### src/rtl/uart_boot_loader_if.sv
// Program-memory write port driven by the UART boot loader into the core's unified memory.
interface uart_boot_loader_if #(
   parameter int ADDR_W = 10
);
   logic              mem_we;
   logic [ADDR_W-1:0] mem_addr;
   logic [15:0]       mem_wdata;

   modport master (output mem_we, output mem_addr, output mem_wdata);
   modport slave  (input  mem_we, input  mem_addr, input  mem_wdata);
endinterface

### src/rtl/uart_boot_loader.sv
// UART (8N1) program loader: A5, length, data words, XOR checksum; holds the core in reset until verified.
// Optional mid-load idle abort is built only when BOOT_TIMEOUT_EN is defined.
module uart_boot_loader #(
   parameter int CLK_DIV     = 104,
   parameter int ADDR_W      = 10,
   parameter int TIMEOUT_CYC = 1200000
) (
   input  logic                clk,
   input  logic                rst,
   input  logic                uart_rx,
   uart_boot_loader_if.master  mem,
   output logic                cpu_rst,
   output logic                load_done,
   output logic                load_err
);
   localparam int CNT_W = $clog2(CLK_DIV);
   localparam logic [CNT_W-1:0] HALF_M1 = CNT_W'(CLK_DIV / 2 - 1);
   localparam logic [CNT_W-1:0] FULL_M1 = CNT_W'(CLK_DIV - 1);
   localparam logic [16:0] MAX_LEN = 17'(2 ** ADDR_W);
   localparam logic [7:0]  HDR     = 8'hA5;

   localparam logic [1:0] RX_IDLE  = 2'd0;
   localparam logic [1:0] RX_START = 2'd1;
   localparam logic [1:0] RX_DATA  = 2'd2;
   localparam logic [1:0] RX_STOP  = 2'd3;

   localparam logic [2:0] ST_WAIT_HDR = 3'd0;
   localparam logic [2:0] ST_LEN_HI   = 3'd1;
   localparam logic [2:0] ST_LEN_LO   = 3'd2;
   localparam logic [2:0] ST_DATA_HI  = 3'd3;
   localparam logic [2:0] ST_DATA_LO  = 3'd4;
   localparam logic [2:0] ST_CHECK    = 3'd5;
   localparam logic [2:0] ST_RUN      = 3'd6;

   function automatic logic [7:0] csum_fold(input logic [7:0] acc, input logic [7:0] b);
      return acc ^ b;
   endfunction

   logic             rx_meta_q, rx_meta_d, rx_sync_q, rx_sync_d, rx_prev_q, rx_prev_d;
   logic [1:0]       rx_state_q, rx_state_d;
   logic [CNT_W-1:0] baud_cnt_q, baud_cnt_d;
   logic [2:0]       bit_cnt_q, bit_cnt_d;
   logic [7:0]       shift_q, shift_d;
   logic             byte_vld_q, byte_vld_d, frame_err_q, frame_err_d;

   logic [2:0]        state_q, state_d;
   logic [7:0]        len_hi_q, len_hi_d, csum_q, csum_d;
   logic [ADDR_W:0]   remain_q, remain_d;
   logic              mem_we_q, mem_we_d;
   logic [ADDR_W-1:0] mem_addr_q, mem_addr_d;
   logic [15:0]       mem_wdata_q, mem_wdata_d;
   logic              cpu_rst_q, cpu_rst_d, load_done_q, load_done_d, load_err_q, load_err_d;
   logic [16:0]       len_s;
   logic              in_load_s, timeout_s;

   assign len_s     = {1'b0, len_hi_q, shift_q};
   assign in_load_s = (state_q != ST_WAIT_HDR) && (state_q != ST_RUN);

   // Receiver: synchroniser, start detect with glitch reject, mid-bit sampling, stop check
   always_comb begin
      rx_meta_d   = uart_rx;
      rx_sync_d   = rx_meta_q;
      rx_prev_d   = rx_sync_q;
      rx_state_d  = rx_state_q;
      baud_cnt_d  = baud_cnt_q;
      bit_cnt_d   = bit_cnt_q;
      shift_d     = shift_q;
      byte_vld_d  = 1'b0;
      frame_err_d = 1'b0;
      case (rx_state_q)
         RX_IDLE: begin
            if (rx_prev_q && !rx_sync_q) begin
               rx_state_d = RX_START;
               baud_cnt_d = '0;
            end else begin
               rx_state_d = RX_IDLE;
            end
         end
         RX_START: begin
            if (baud_cnt_q == HALF_M1) begin
               baud_cnt_d = '0;
               bit_cnt_d  = 3'd0;
               rx_state_d = rx_sync_q ? RX_IDLE : RX_DATA;
            end else begin
               baud_cnt_d = baud_cnt_q + CNT_W'(1);
            end
         end
         RX_DATA: begin
            if (baud_cnt_q == FULL_M1) begin
               baud_cnt_d = '0;
               shift_d    = {rx_sync_q, shift_q[7:1]};
               bit_cnt_d  = bit_cnt_q + 3'd1;
               rx_state_d = (bit_cnt_q == 3'd7) ? RX_STOP : RX_DATA;
            end else begin
               baud_cnt_d = baud_cnt_q + CNT_W'(1);
            end
         end
         RX_STOP: begin
            if (baud_cnt_q == FULL_M1) begin
               baud_cnt_d  = '0;
               byte_vld_d  = rx_sync_q;
               frame_err_d = !rx_sync_q;
               rx_state_d  = RX_IDLE;
            end else begin
               baud_cnt_d = baud_cnt_q + CNT_W'(1);
            end
         end
         default: rx_state_d = RX_IDLE;
      endcase
   end

   // Receiver registers
   always_ff @(posedge clk) begin
      if (rst) begin
         rx_meta_q   <= 1'b1;
         rx_sync_q   <= 1'b1;
         rx_prev_q   <= 1'b1;
         rx_state_q  <= RX_IDLE;
         baud_cnt_q  <= '0;
         bit_cnt_q   <= 3'd0;
         shift_q     <= 8'h00;
         byte_vld_q  <= 1'b0;
         frame_err_q <= 1'b0;
      end else begin
         rx_meta_q   <= rx_meta_d;
         rx_sync_q   <= rx_sync_d;
         rx_prev_q   <= rx_prev_d;
         rx_state_q  <= rx_state_d;
         baud_cnt_q  <= baud_cnt_d;
         bit_cnt_q   <= bit_cnt_d;
         shift_q     <= shift_d;
         byte_vld_q  <= byte_vld_d;
         frame_err_q <= frame_err_d;
      end
   end

`ifdef BOOT_TIMEOUT_EN
   localparam int TO_W = $clog2(TIMEOUT_CYC + 1);
   logic [TO_W-1:0] idle_cnt_q, idle_cnt_d;

   assign timeout_s = in_load_s && (idle_cnt_q == TO_W'(TIMEOUT_CYC));

   // Idle counter: cleared by every byte, runs only while a load is in progress
   always_comb begin
      if (byte_vld_q || !in_load_s || timeout_s) begin
         idle_cnt_d = '0;
      end else begin
         idle_cnt_d = idle_cnt_q + TO_W'(1);
      end
   end

   // Idle counter register
   always_ff @(posedge clk) begin
      if (rst) begin
         idle_cnt_q <= '0;
      end else begin
         idle_cnt_q <= idle_cnt_d;
      end
   end
`else
   logic unused_timeout_s;
   assign unused_timeout_s = (TIMEOUT_CYC > 0);
   assign timeout_s        = 1'b0;
`endif

   // Load protocol FSM; the address advances the cycle after each write strobe
   always_comb begin
      state_d     = state_q;
      len_hi_d    = len_hi_q;
      remain_d    = remain_q;
      csum_d      = csum_q;
      mem_we_d    = 1'b0;
      mem_addr_d  = mem_we_q ? (mem_addr_q + ADDR_W'(1)) : mem_addr_q;
      mem_wdata_d = mem_wdata_q;
      load_done_d = load_done_q;
      load_err_d  = load_err_q;
      if (byte_vld_q) begin
         case (state_q)
            ST_WAIT_HDR, ST_RUN: begin
               if (shift_q == HDR) begin
                  load_err_d  = 1'b0;
                  load_done_d = 1'b0;
                  csum_d      = 8'h00;
                  mem_addr_d  = '0;
                  state_d     = ST_LEN_HI;
               end else begin
                  state_d = state_q;
               end
            end
            ST_LEN_HI: begin
               len_hi_d = shift_q;
               state_d  = ST_LEN_LO;
            end
            ST_LEN_LO: begin
               if (len_s > MAX_LEN) begin
                  load_err_d = 1'b1;
                  state_d    = ST_WAIT_HDR;
               end else if (len_s == 17'd0) begin
                  state_d = ST_CHECK;
               end else begin
                  remain_d = len_s[ADDR_W:0];
                  state_d  = ST_DATA_HI;
               end
            end
            ST_DATA_HI: begin
               mem_wdata_d = {shift_q, mem_wdata_q[7:0]};
               csum_d      = csum_fold(csum_q, shift_q);
               state_d     = ST_DATA_LO;
            end
            ST_DATA_LO: begin
               mem_wdata_d = {mem_wdata_q[15:8], shift_q};
               csum_d      = csum_fold(csum_q, shift_q);
               mem_we_d    = 1'b1;
               remain_d    = remain_q - (ADDR_W + 1)'(1);
               state_d     = (remain_q == (ADDR_W + 1)'(1)) ? ST_CHECK : ST_DATA_HI;
            end
            ST_CHECK: begin
               if (shift_q == csum_q) begin
                  load_done_d = 1'b1;
                  state_d     = ST_RUN;
               end else begin
                  load_err_d = 1'b1;
                  state_d    = ST_WAIT_HDR;
               end
            end
            default: state_d = ST_WAIT_HDR;
         endcase
      end else if ((frame_err_q && in_load_s) || timeout_s) begin
         load_err_d = 1'b1;
         state_d    = ST_WAIT_HDR;
      end else begin
         state_d = state_q;
      end
      cpu_rst_d = (state_d != ST_RUN);
   end

   // Loader registers
   always_ff @(posedge clk) begin
      if (rst) begin
         state_q     <= ST_WAIT_HDR;
         len_hi_q    <= 8'h00;
         remain_q    <= '0;
         csum_q      <= 8'h00;
         mem_we_q    <= 1'b0;
         mem_addr_q  <= '0;
         mem_wdata_q <= 16'h0000;
         cpu_rst_q   <= 1'b1;
         load_done_q <= 1'b0;
         load_err_q  <= 1'b0;
      end else begin
         state_q     <= state_d;
         len_hi_q    <= len_hi_d;
         remain_q    <= remain_d;
         csum_q      <= csum_d;
         mem_we_q    <= mem_we_d;
         mem_addr_q  <= mem_addr_d;
         mem_wdata_q <= mem_wdata_d;
         cpu_rst_q   <= cpu_rst_d;
         load_done_q <= load_done_d;
         load_err_q  <= load_err_d;
      end
   end

   assign mem.mem_we    = mem_we_q;
   assign mem.mem_addr  = mem_addr_q;
   assign mem.mem_wdata = mem_wdata_q;
   assign cpu_rst       = cpu_rst_q;
   assign load_done     = load_done_q;
   assign load_err      = load_err_q;
endmodule

### src/flat_wrapper.sv
// flat-port wrapper written by rule: the top's interface ports become plain ports
module uart_boot_loader_flat 
#(
   parameter int CLK_DIV     = 104,
   parameter int ADDR_W      = 10,
   parameter int TIMEOUT_CYC = 1200000
)
  (clk, rst, uart_rx, cpu_rst, load_done, load_err, mem_mem_we, mem_mem_addr, mem_mem_wdata);
  uart_boot_loader_if #(.ADDR_W(ADDR_W)) mem_i ();
  input  logic clk;
  input  logic rst;
  input  logic uart_rx;
  output logic cpu_rst;
  output logic load_done;
  output logic load_err;
  output wire logic [$bits(mem_i.mem_we)-1:0] mem_mem_we;
  output wire logic [$bits(mem_i.mem_addr)-1:0] mem_mem_addr;
  output wire logic [$bits(mem_i.mem_wdata)-1:0] mem_mem_wdata;
  assign mem_mem_we = mem_i.mem_we;
  assign mem_mem_addr = mem_i.mem_addr;
  assign mem_mem_wdata = mem_i.mem_wdata;
  uart_boot_loader #(.CLK_DIV(CLK_DIV), .ADDR_W(ADDR_W), .TIMEOUT_CYC(TIMEOUT_CYC)) u_core (.clk(clk), .rst(rst), .uart_rx(uart_rx), .mem(mem_i), .cpu_rst(cpu_rst), .load_done(load_done), .load_err(load_err));
endmodule
### config.mk
export PLATFORM = sky130hd
export DESIGN_NAME = uart_boot_loader_flat
export DESIGN_NICKNAME = d
export VERILOG_FILES = /design/src/rtl/uart_boot_loader_if.sv /design/src/rtl/uart_boot_loader.sv /design/src/flat_wrapper.sv
export SDC_FILE = /design/constraint.sdc
export NUM_CORES = 1
export LEC_CHECK = 0
export BUFFER_PORTS_ARGS = -buffer_cell sky130_fd_sc_hd__buf_2
export CAP_MARGIN = 5
export CORE_MARGIN = 2
export CORE_UTILIZATION = 45
export DETAILED_ROUTE_END_ITERATION = 12
export PLACE_DENSITY = 0.64
export SLEW_MARGIN = 20
export SYNTH_ARGS = -nofsm -noshare
export SYNTH_HDL_FRONTEND = slang
export SYNTH_SLANG_ARGS = --single-unit
### constraint.sdc
create_clock -name clk -period 4.5 [get_ports clk]
set_input_delay 0.225 -clock clk [delete_from_list [all_inputs] [get_ports clk]]
set_output_delay 0.225 -clock clk [all_outputs]
set_load 0.02 [all_outputs]
# --- Word level (Yosys, flattened, before mapping) ---
# Cells that the tools add are included.
# W data, S select, Z words.
totals:
  input_bits: 3
  ff_bits: 85
op_classes:
  n_eq_ne: 29
  addsub: 4
  n_bitwise: 6
  order_cmp: 1
  reduce_logical: 28
  n_mux: 41
ops:
  columns: ["cell", "n"]
  rows:
  - ["$mux W10", 4]
  - ["$pmux W16 S2", 1]
  - ["$mux W3", 9]
  - ["$mux W11", 2]
  - ["$pmux W11 S2", 1]
  - ["$mux W7", 3]
  - ["$pmux W7 S3", 1]
  - ["$pmux W3 S6", 1]
  - ["$logic_not A17 Y1", 1]
  - ["$gt A16 B11 Y1 const B", 1]
  - ["$pmux W8 S2", 1]
  - ["$ne A3 B3 Y1 const B", 5]
  - ["$reduce_and A3 Y1", 5]
  - ["$eq A3 B3 Y1 const B", 4]
  - ["$ne A2 B1 Y1 const B", 6]
  - ["$eq A11 B1 Y1 const B", 1]
  - ["$sub A11 B1 Y11 const B", 1]
  - ["$add A10 B1 Y10 const B", 1]
  - ["$reduce_bool A2 Y1", 5]
  - ["$mux W1", 9]
  - ["$eq A8 B8 Y1", 1]
  - ["$eq A8 B8 Y1 const B", 1]
  - ["$mux W2", 4]
  - ["$mux W8", 1]
  - ["other kinds (26)", 40]

# --- Depth between registers and ports, before layout ---
depth:
  word_depth: 6
  ltp_mapped: 8
  ltp_nobuf: 8

# --- Worst setup path after synthesis ---
# OpenSTA, ideal clock, no wires.
synth_timing:
  kind: "register to register"
  from: "register u_core.shift_q[1]"
  to: "register u_core.remain_q[0]"
  n_path_buf: 2
  stages_incl_launch_ff: 9
  slack_ns: 2.162
  t_arrival_ns: 2.211
  setup_time_ns: 0.128
  path_cell_list: "dfxtp_1 -> buf_6 -> or4_4 -> buf_6 -> o31a_1 -> nor3_4 -> o21ai_4 -> a222oi_1 -> nor2_1"
synth_between:
  elab_chain_cells: 3
  elab_cells_between_ends: 5
synth_lines:
  columns: ["item", "line_no", "rtl"]
  rows:
  - ["from (decl)", "uart_boot_loader.sv:43", "logic [7:0] shift_q, shift_d;"]
  - ["from (signal assigned)", "uart_boot_loader.sv:131", "shift_q <= shift_d;"]
  - ["$gt A16 B11 Y1 / $logic_not A17 Y1 (equally long branches)", "uart_boot_loader.sv:195, uart_boot_loader.sv:198", null]
  - ["$ne A2 B2 Y1 (no line)", null, null]
  - ["$reduce_and A4 Y1 (no line) (*)", null, null]
  - ["to (signal assigned)", "uart_boot_loader.sv:253", "remain_q <= remain_d;"]
  - ["to (decl)", "uart_boot_loader.sv:48", "logic [ADDR_W:0] remain_q, remain_d;"]
# Every way passes the cells marked *; elsewhere a longest branch is shown, timed or not.
# A chain may end at the register's enable or synchronous reset.

# --- Worst setup path in the final report ---
layout_timing:
  from: "register u_core.state_q[1]"
  to: "register u_core.remain_q[7]"
layout_between:
  elab_chain_cells: 3
  elab_cells_between_ends: 7
layout_lines:
  columns: ["item", "line_no", "rtl"]
  rows:
  - ["from (decl)", "uart_boot_loader.sv:46", "logic [2:0] state_q, state_d;"]
  - ["from (signal assigned)", "uart_boot_loader.sv:251", "state_q <= state_d;"]
  - ["$eq A3 B2 Y1 / $eq A3 B3 Y1 (equally long branches)", "uart_boot_loader.sv:178", "case (state_q)"]
  - ["$ne A2 B2 Y1 (no line) / $reduce_bool A2 Y1 (equally long branches)", null, null]
  - ["$reduce_and A4 Y1 (no line)", null, null]
# Parallel ways exist; a longest one is shown, timed or not.

==> results by group <==
Synth
  • Post-synth top area share: 0.416
  • Syn_nets: 520
  • Cell with the most instances after synthesis: dfxtp_1
  • Synth top area cells: dfxtp_1 42%, nand2_1 7.4%, a21oi_1 7.0%
  • Yosys top cell by area: dfxtp_1
  • Avg Cell Area, Syn: 8.08 sq um
  • Post-Syn Area: 0.00409 sq mm
  • Ys flop type: dfxtp_1
  • Syn Inst Count: 506
  • Yosys reg bits: 85
  • Post-synthesis async set-or-reset flop share: 0
  • Post-synth EDFFs: 0
  • Count of cell types in the netlist: 56
  • Seq/Total Area, Yosys: 0.416
  • Yosys synthesis warning count: 0
  • Most frequent cells after synthesis: 85 x dfxtp_1, 81 x nand2_1, 57 x a21oi_1

Clock tree
  • Post-CTS Repair Setup Buffers: 0
  • Clk sinks: 85
  • Clock Latency Late Sink: 0.36 ns
  • CTS buffer count: 9
  • # H-tree levels: 3
  • Clk root buf: clkbuf_8
  • Clock transition at the registers of the reported paths: 0.08 ns
  • Post-CTS Resized: 0
  • Hold bufs inserted after CTS: 0
  • Worst-case clock buffer depth: 2
  • TritonCTS clock tree: yes

Timing
  • Clk_skew: 0.00903 ns
  • Tcrit/Tclk final: 0.618
  • Fmax: 0.360 GHz
  • Post-Route Setup TNS: 0 ns
  • Final min period: 2.78 ns
  • RSZ-0062 raised after global routing: no
  • Worst relative slew slack: 0.300
  • Slew @ Worst Pin: 1.05 ns
  • Final number of hold-violating endpoints: 0
  • Final hold slack: 0.0439 ns
  • Final setup vio count: 0
  • Final-report max-slew violation count: 0

Layout
  • Fin nets: 536
  • Multi-input gate area: 0.00222 sq mm
  • Final Core Density: 0.517
  • Layout cells sized above 1: 0.121
  • Area Overhead vs Synth: 10.7%
  • Register area: 0.00170 sq mm
  • Inserted Diodes: 0
  • Post-layout instance count excluding filler cells: 635
  • Fillcell total: 851

Power and ir drop
  • PwrDens: 320 mW/mm^2
  • IR drop worst, VDD: 147 uV
  • Leakage: 1.71 nW

GRT
  • Overflow left after global routing: 0
  • Total GRT Usage: 0.210
  • Global-route wire length before repair: 16600 microns
  • Number of global-route vias before repair: 3419
  • Initial antenna violation count: 0
  • Maximum number of pins on one net before global-route repair: 43

Detailed routing
  • WL final: 9830 microns
  • Remaining antenna violation count: 0
  • Via density: 5.70
  • DR pass1 iterations: 4
  • Vias: 3622
  • Drt drc: 0
  • WL per Instance: 15.5 microns
  • 1st-iter DRT viols: 190

Min path
  • Worst Hold Depth: 2
  • Hold Path End: u_core.rx_meta_q
  • Hold WC Path Type: in2reg
  • Hold path start: uart_rx

Die
  • Area of the core: 0.00876 sq mm
  • Starting Density: 0.467
  • Height of the die: 99.3 microns
  • I/O pin cnt: 33
  • Die ar.: 0.00987 sq mm
  • Row cnt: 34
  • Die Wd: 99.3 microns

Placed design
  • IO Port Bufs: 32
  • Dpl hpwl: 6710 microns
  • RePlAce Congestion: 0.970
  • DP Cell Count: 619

Critical path
  • Worst r2r src: u_core.state_q[1]
  • Worst EP arrival: 3.00 ns
  • Crit path max-delay cell type: dfxtp_1
  • CP cell instances: or3b_2 -> or3b_1 -> o41ai_4 -> o21ai_1 -> a22oi_1 -> nor2_1
  • Crit Path Max Fanout: 13
  • Critical path class: reg2reg
  • Worst r2r path cells: 6
  • Top delay family on crit path: simple AND/OR/NAND/NOR gates
  • CP Launch Type: register
  • Worst EP required: 4.72 ns
  • RR Endpoint: u_core.remain_q[7]
  • R2r setup slk: 1.72 ns
  • Buf/Inv on CP: 0
  • Endpoint class of the critical path: register
  • Slowest stage delay, CP: 0.62 ns

Run status
  • Status: completed

Run
  • Max-cap viol count: 0
==> state kept, by name, summed over array words and instances, names as in the netlist, named ones only <==
signal	cells
u_core.bit_cnt_q	3
u_core.cpu_rst	1
u_core.len_hi_q	8
u_core.shift_q	8
u_core.mem.mem_wdata	16
u_core.csum_q	8
u_core.mem.mem_addr	10
u_core.remain_q	11
u_core.rx_meta_q	1
u_core.frame_err_q	1
u_core.load_done	1
u_core.rx_prev_d	1
u_core.rx_prev_q	1
u_core.baud_cnt_q	7
u_core.byte_vld_q	1
u_core.state_q	3
u_core.rx_state_q	1
u_core.load_err	1
u_core.mem.mem_we	1
==> cell type report <==
class                      instances  share of cell area
sequential                        85               0.376
clock inverter                     5              0.0235
clock buffer                      11              0.0312
inverter                           9             0.00746
multi-input combinational        381               0.490
timing repair buffer              36              0.0420
tap                              108              0.0298
==> kinds of logic after synthesis <==
kind of cell	count (synthesis)	synth area share
AO/OA/AOI/OAI	118	0.179
XOR/XNOR	24	0.0514
adder cells (fa/ha/maj)	11	0.0337
buffers and inverters	40	0.0410
flip-flops	85	0.416
multiplexers	2	0.00490
AND/OR/NAND/NOR	226	0.274
==> worst reg2reg max path: stages (launching register included) <==
cell	delay, ns
dfxtp_1	0.62
or3b_2	0.52
or3b_1	0.47
o41ai_4	0.59
o21ai_1	0.15
a22oi_1	0.24
nor2_1	0.06
==> per-layer routing <==
| metal | vias to the layer above | global-route usage | routed length (microns) |
|---|---|---|---|
| met3 | 15 | 0.0450 | 491 |
| met5 | - | 0 | 0 |
| met2 | 95 | 0.330 | 4490 |
| met1 | 1705 | 0.281 | 4660 |
| met4 | 0 | 0.0864 | 188 |
| li1 | 1807 | - | - |
==> per-stage QoR <==
| step | setup WS, ns | power [mW] | cell area, sq um |
|---|---|---|---|
| floorplan | 2.16 | 0.796 | 4090 |
| global placement | 1.83 | 0.803 | 4280 |
| detailed placement | 1.78 | 0.804 | 4280 |
| finish | 1.72 | 1.45 | 4530 |
| global route | 1.63 | 1.50 | 4530 |
| CTS | 1.76 | 1.47 | 4530 |
==> power by group <==
group	internal, mW	switching, mW
clock network	0.386	0.278
registers	0.754	0.00275
logic	0.00853	0.0206
==> worst max path at each step <==
stage,start,end,slack [ns],cells past startpoint
after global placement,u_core.state_q[1],u_core.remain_q[0],1.83,6
after CTS,u_core.state_q[1],u_core.remain_q[7],1.76,6
after floorplan,u_core.shift_q[1],u_core.remain_q[0],2.16,8
after detailed placement,u_core.state_q[1],u_core.remain_q[0],1.78,6
final,u_core.state_q[1],u_core.remain_q[7],1.72,6
after global routing,u_core.state_q[1],u_core.remain_q[7],1.63,6
==> cells in the final DEF (no fill, tap or decap), drive strengths merged, types with 3 or more instances in the layout <==
master   n
nand4   11
and3     5
o21ai   25
or4      4
nand3   25
nor2    53
a221oi   3
o211ai   3
a31oi    3
bufinv   3
inv     10
nor3b    3
nor4     5
nand2   81
buf     36
a21oi   57
nor3     8
ha      11
nand3b  13
or2      4
xnor2    7
dfxtp   85
a22oi    5
clkbuf  11
nand2b   5
xor2    17
(Power assumes the default switching activity.)
